File: config.mk
export PLATFORM = sky130hd
export DESIGN_NAME = program_sequencer
export DESIGN_NICKNAME = d
export VERILOG_FILES = /design/src/rtl/program_sequencer.sv
export SDC_FILE = /design/constraint.sdc
export NUM_CORES = 1
export LEC_CHECK = 0
export CAP_MARGIN = 10
export CORE_UTILIZATION = 40
export CTS_BUF_LIST = sky130_fd_sc_hd__clkbuf_8
export CTS_CLUSTER_SIZE = 28
export DETAILED_ROUTE_END_ITERATION = 6
export GPL_ROUTABILITY_DRIVEN = 0
export MAX_ROUTING_LAYER = met4
export PLACE_DENSITY_LB_ADDON = 0.05
export SLEW_MARGIN = 40
export SYNTH_ARGS = -nofsm -noshare
export SYNTH_HDL_FRONTEND = slang
export SYNTH_SLANG_ARGS = --single-unit
File: constraint.sdc
create_clock -name clock -period 1.9 [get_ports clock]
set_input_delay 0.38 -clock clock [delete_from_list [all_inputs] [get_ports clock]]
set_output_delay 0.38 -clock clock [all_outputs]
set_load 0.005 [all_outputs]
File: src/rtl/program_sequencer.sv
// rtl/program_sequencer.sv - instruction fetch/decode/execute/writeback sequencer (optional SINGLE_STEP_EN adds step input and PAUSE state)
module program_sequencer #(
    parameter int PROG_LEN    = 10,
    parameter int ALU_TIMEOUT = 15
) (
    input  logic        clock,
    input  logic        resetn,
    input  logic        start,
    output logic [3:0]  imem_addr,
    input  logic [17:0] imem_rdata,
    output logic [3:0]  op_code,
    output logic [2:0]  reg_id1,
    output logic [2:0]  reg_id2,
    output logic [7:0]  imm_value,
    output logic        alu_start,
    input  logic        alu_done,
    output logic        rf_we,
    output logic [3:0]  pc,
    output logic        busy,
    output logic        done,
    output logic        error
`ifdef SINGLE_STEP_EN
    ,
    input  logic        step
`endif
);

    localparam int          WW      = $clog2(ALU_TIMEOUT + 1);
    localparam logic [WW-1:0] TIMEOUT = WW'(ALU_TIMEOUT);
    localparam logic [3:0]  LAST    = 4'(PROG_LEN - 1);
    localparam logic [3:0]  OP_HALT = 4'b1111;

    typedef enum logic [2:0] {
        S_IDLE,
        S_FETCH,
        S_DECODE,
        S_EXEC,
        S_WB,
`ifdef SINGLE_STEP_EN
        S_PAUSE,
`endif
        S_DONE
    } state_t;

    state_t        state_q, state_d;
    logic [3:0]    pc_q, pc_d;
    logic [3:0]    imem_addr_q, imem_addr_d;
    logic [3:0]    op_code_q, op_code_d;
    logic [2:0]    reg_id1_q, reg_id1_d;
    logic [2:0]    reg_id2_q, reg_id2_d;
    logic [7:0]    imm_value_q, imm_value_d;
    logic [WW-1:0] wait_q, wait_d;
    logic          alu_start_q, alu_start_d;
    logic          rf_we_q, rf_we_d;
    logic          busy_q, busy_d;
    logic          done_q, done_d;
    logic          error_q, error_d;

    // Next-state logic; outputs are derived from the next state so they are registered in step with it
    always_comb begin
        state_d     = state_q;
        pc_d        = pc_q;
        op_code_d   = op_code_q;
        reg_id1_d   = reg_id1_q;
        reg_id2_d   = reg_id2_q;
        imm_value_d = imm_value_q;
        wait_d      = wait_q;
        error_d     = error_q;

        case (state_q)
            S_IDLE, S_DONE: begin
                if (start) begin
                    pc_d    = 4'd0;
                    error_d = 1'b0;
                    wait_d  = '0;
                    state_d = S_FETCH;
                end
            end
            S_FETCH: begin
                state_d = S_DECODE;
            end
            S_DECODE: begin
                op_code_d   = imem_rdata[17:14];
                reg_id1_d   = imem_rdata[13:11];
                reg_id2_d   = imem_rdata[10:8];
                imm_value_d = imem_rdata[7:0];
                wait_d      = '0;
                if (imem_rdata[17:14] == OP_HALT) begin
                    state_d = S_DONE;
                end else begin
                    state_d = S_EXEC;
                end
            end
            S_EXEC: begin
                if (alu_done) begin
                    state_d = S_WB;
                end else begin
                    wait_d = wait_q + WW'(1);
                    if (wait_q + WW'(1) == TIMEOUT) begin
                        error_d = 1'b1;
                        state_d = S_DONE;
                    end
                end
            end
            S_WB: begin
                if (pc_q == LAST) begin
                    state_d = S_DONE;
                end else begin
                    pc_d = pc_q + 4'd1;
`ifdef SINGLE_STEP_EN
                    state_d = S_PAUSE;
`else
                    state_d = S_FETCH;
`endif
                end
            end
`ifdef SINGLE_STEP_EN
            S_PAUSE: begin
                if (step) begin
                    state_d = S_FETCH;
                end
            end
`endif
            default: begin
                state_d = S_IDLE;
            end
        endcase

        imem_addr_d = pc_d;
        busy_d      = (state_d != S_IDLE) && (state_d != S_DONE);
        done_d      = (state_d == S_DONE);
        alu_start_d = (state_d == S_EXEC) && (state_q != S_EXEC);
        rf_we_d     = (state_d == S_WB);
    end

    // State and registered outputs, synchronous active-low reset
    always_ff @(posedge clock) begin
        if (!resetn) begin
            state_q     <= S_IDLE;
            pc_q        <= 4'd0;
            imem_addr_q <= 4'd0;
            op_code_q   <= 4'd0;
            reg_id1_q   <= 3'd0;
            reg_id2_q   <= 3'd0;
            imm_value_q <= 8'd0;
            wait_q      <= '0;
            alu_start_q <= 1'b0;
            rf_we_q     <= 1'b0;
            busy_q      <= 1'b0;
            done_q      <= 1'b0;
            error_q     <= 1'b0;
        end else begin
            state_q     <= state_d;
            pc_q        <= pc_d;
            imem_addr_q <= imem_addr_d;
            op_code_q   <= op_code_d;
            reg_id1_q   <= reg_id1_d;
            reg_id2_q   <= reg_id2_d;
            imm_value_q <= imm_value_d;
            wait_q      <= wait_d;
            alu_start_q <= alu_start_d;
            rf_we_q     <= rf_we_d;
            busy_q      <= busy_d;
            done_q      <= done_d;
            error_q     <= error_d;
        end
    end

    assign imem_addr = imem_addr_q;
    assign op_code   = op_code_q;
    assign reg_id1   = reg_id1_q;
    assign reg_id2   = reg_id2_q;
    assign imm_value = imm_value_q;
    assign alu_start = alu_start_q;
    assign rf_we     = rf_we_q;
    assign pc        = pc_q;
    assign busy      = busy_q;
    assign done      = done_q;
    assign error     = error_q;

endmodule

==> key figures <==
Status
  • Status: finished, final reports clean

Finish
  • Design Area, Final: 2317 sq um
  • Share of the core filled with cells: 57.93%
  • # diodes: 0
  • Layout area overhead: 38.83%
  • Layout cell share with drive strength beyond 1: 11.69%
  • Nets@finish: 274
  • Non-Filler Instances: 298

Floorplan
  • Starting Density: 41.73%
  • Die area: 4435 sq um
  • Die W: 66.60 um
  • Row cnt: 23
  • CORE AREA: 4000 sq um
  • IO Pins: 53
  • Die H: 66.60 um

Global routing
  • GRT Residual Overflow: 0
  • Vias in the first global route: 1316
  • Gr usage total: 18.34%
  • First-pass GRT wire length: 5.920 mm
  • Initial antenna violation count: 0
  • Largest net degree at the start of global routing: 19

Setup path
  • WP data required: 2.11 ns
  • Peak fanout along the critical path: 12
  • Crit start category: register
  • Largest delay contributor family on the critical path: compound AO/OA/AOI/OAI gates
  • CP max-delay cell: dfxtp_1
  • CP cell instances: a21bo_1 > a21oi_2 > a31oi_1 > or3_1 > a21boi_1
  • Worst r2r src: state_q[1]
  • Flop2flop setup slack: 0.25 ns
  • Crit. End Element: register
  • CP bufs+invs: 0
  • FF-to-FF path depth: 5
  • Worst path max stage delay: 0.53 ns
  • Crit path arrival time: 1.86 ns
  • R2r endpoint: wait_q[1]
  • WS Path Type: register to register

Pwr
  • Switching Power: 394.9 uW
  • Int Pwr: 1.170 mW
  • Comb power frac: 19.8%
  • Net Sw Frac: 25.23%
  • Max VDD drop: 0.0004519 V
  • Sequential share of power: 50.2%
  • Clk pwr share: 29.9%
  • P_leak: 0.8416 nW
  • PwrDens: 675.4 nW/um^2

Yosys
  • Yosys warns: 0
  • Primary FF master, synth: dfxtp_1
  • Cells after Synth: 192
  • Synth unique cells: 48
  • Syn Nets: 218
  • Synth Register Bits: 34
  • Post-Synthesis Cell Area: 1669 sq um
  • Post-synth ARST share: 0%
  • Post-synth EDFFs: 0
  • Mean Syn Cell Area: 8.693 sq um
  • Sequential fraction of the synthesis area: 40.78%

CTS
  • Clk_lat worst skew: 0.27 ns
  • H-tree depth: 2
  • CTS Sinks: 34
  • Clk root buf: clkbuf_8
  • Post-CTS Hold Fix Bufs: 0
  • CTS tree: yes
  • Clk buf depth: 2
  • Post-cts resize count: 0
  • Num CTS Buffers: 5
  • Setup repair bufs after CTS: 0
  • CTS clk-pin slew, worst paths: 0.06 ns

Timing
  • Final worst path period share: 86.67%
  • Final setup skew: 0.002132 ns
  • Setup tns final: 0 ns
  • Setup WS post-layout: 0.2533 ns
  • Achievable Freq: 0.6073 GHz
  • Minimum clock period: 1.647 ns
  • Final-report max-slew violation count: 0
  • Finish-stage setup viols: 0
  • Unrepaired setup endpoints after global routing: false
  • Endpoints failing hold: 0
  • Worst-margin pin slew: 0.4502 ns
  • Rel. slew slack: 69.84%

Job
  • Max Cap Viol: 0

Routing
  • Total number of vias: 1435
  • Initial drt markers: 82
  • DRT Pass-1 Iters: 4
  • Drt wl/cell: 12.37 um
  • Routed Antenna Nets: 0
  • Final wirelength: 3.685 mm
  • DRC: 0
  • Drt via density: 4.815

Placed design
  • Placed cells: 291
  • Port buffer count: 52
  • DP Wirelength: 2.783 mm
  • Setup WS pre-CTS: 0.004957 ns
  • Dpl cell area: 2241 sq um

Hold path
  • Hold Path End: reg_id1[0]
  • Worst hold path class: register to register
  • Beginning of the worst hold path: reg_id1[0]
  • Hold path depth: 2
[flip-flops by register name, summed over array words and instances, names as in the netlist]
register and cells:
rf_we 1, error 1, reg_id2 3, imm_value 8, imem_addr 4, op_code 4, alu_start 1, busy 1
state_q 3, done 1, reg_id1 3, wait_q 4
[kinds of logic (layout without fill, tap and decap cells)]
| family | after synthesis | in the layout | synth area share, % |
|---|---|---|---|
| buffers and inverters | 20 | 76 | 6.971 |
| and+or+nand+nor | 87 | 87 | 27.89 |
| muxes | 1 | 1 | 0.5997 |
| xor gates and xnor gates | 4 | 4 | 2.099 |
| DFF | 34 | 34 | 40.78 |
| AOI/OAI and AO/OA | 41 | 41 | 17.99 |
| adders and majority gates | 5 | 5 | 3.673 |
[worst min-delay path: stages, from the launching register on]
cell and delay (ns):
dfxtp_1 0.30, nand2_1 0.04, a21boi_0 0.06
[power by group through the flow]
stage	combinational, mW	clock [mW]	sequential (mW)
final	0.310	0.469	0.786
after global routing	0.344	0.518	0.793
after CTS	0.313	0.490	0.787
after detailed placement	0.312	0	0.802
after global placement	0.306	0	0.801
after floorplan	0.168	0	0.792
[layer usage]
layer,global-route usage (%),part of all wire [%]
met5,-,0
met4,7.181,1.0
met3,4.623,4.3
met2,29.92,48
met1,21.50,46
[cell usage in the layout (no fill, tap or decap), drive strengths merged, types with 4 or more instances in the layout]
master / instances
clkdlybuf4s50: 52
nand2: 44
dfxtp: 34
a21boi: 21
buf: 11
nor2: 11
inv: 8
nor2b: 6
clkbuf: 5
a21oi: 5
nor3: 5
o21ai: 4
ha: 4
[per-stage QoR]
| step | hold WS, ns | power, mW |
|---|---|---|
| after global placement | 0.4427 | 1.107 |
| after detailed placement | 0.4567 | 1.114 |
| after CTS | 0.4663 | 1.590 |
| after global routing | 0.4877 | 1.655 |
| final | 0.4604 | 1.565 |
| after floorplan | 0.4514 | 0.9605 |
[synth_stat cells, types with 2 or more instances]
cell type   n  share of area, %
a21boi_0   19               8.5
dfxtp_1    34                41
nand2_1    44               9.9
clkbuf_1    4              0.90
or3_1       2              0.75
nor2b_1     6               2.2
xnor2_1     3               1.6
buf_2       3              0.90
a21boi_1    2              0.90
nor2_1     10               2.2
and2_1      2              0.75
buf_4       4               1.8
a21oi_1     4               1.2
a31oi_1     2              0.75
nand3_1     3              0.90
nand2b_1    3               1.1
inv_1       5               1.1
o21ai_0     4               1.2
buf_6       3               2.0
ha_1        4               3.0
nor3_1      3              0.90
nand4b_1    2               1.0
[worst max-delay path by stage]
| stage | start | to | slack (ns) | depth (start not counted) |
|---|---|---|---|---|
| finish | state_q[1] | wait_q[1] | 0.25 | 5 |
| floorplan | state_q[1] | busy | 0.49 | 7 |
| global placement | alu_done | wait_q[1] | 0.03 | 6 |
| detailed placement | start | imem_addr[2] | 0.005 | 6 |
| CTS | imem_addr[0] | imem_addr[0] | 0.24 | 1 |
| global route | state_q[0] | wait_q[3] | 0.10 | 5 |
[layout make-up]
type	instances	area [sq um]
fillers	375	1683
multi-input cells	138	872.1
flip-flops and latches	34	680.7
repair buffers	63	603.1
clock buffers	5	68.82
well taps	50	62.56
inverters	6	22.52
clock inverters	2	7.507
Note: power is estimated with default switching activity, not from simulation.
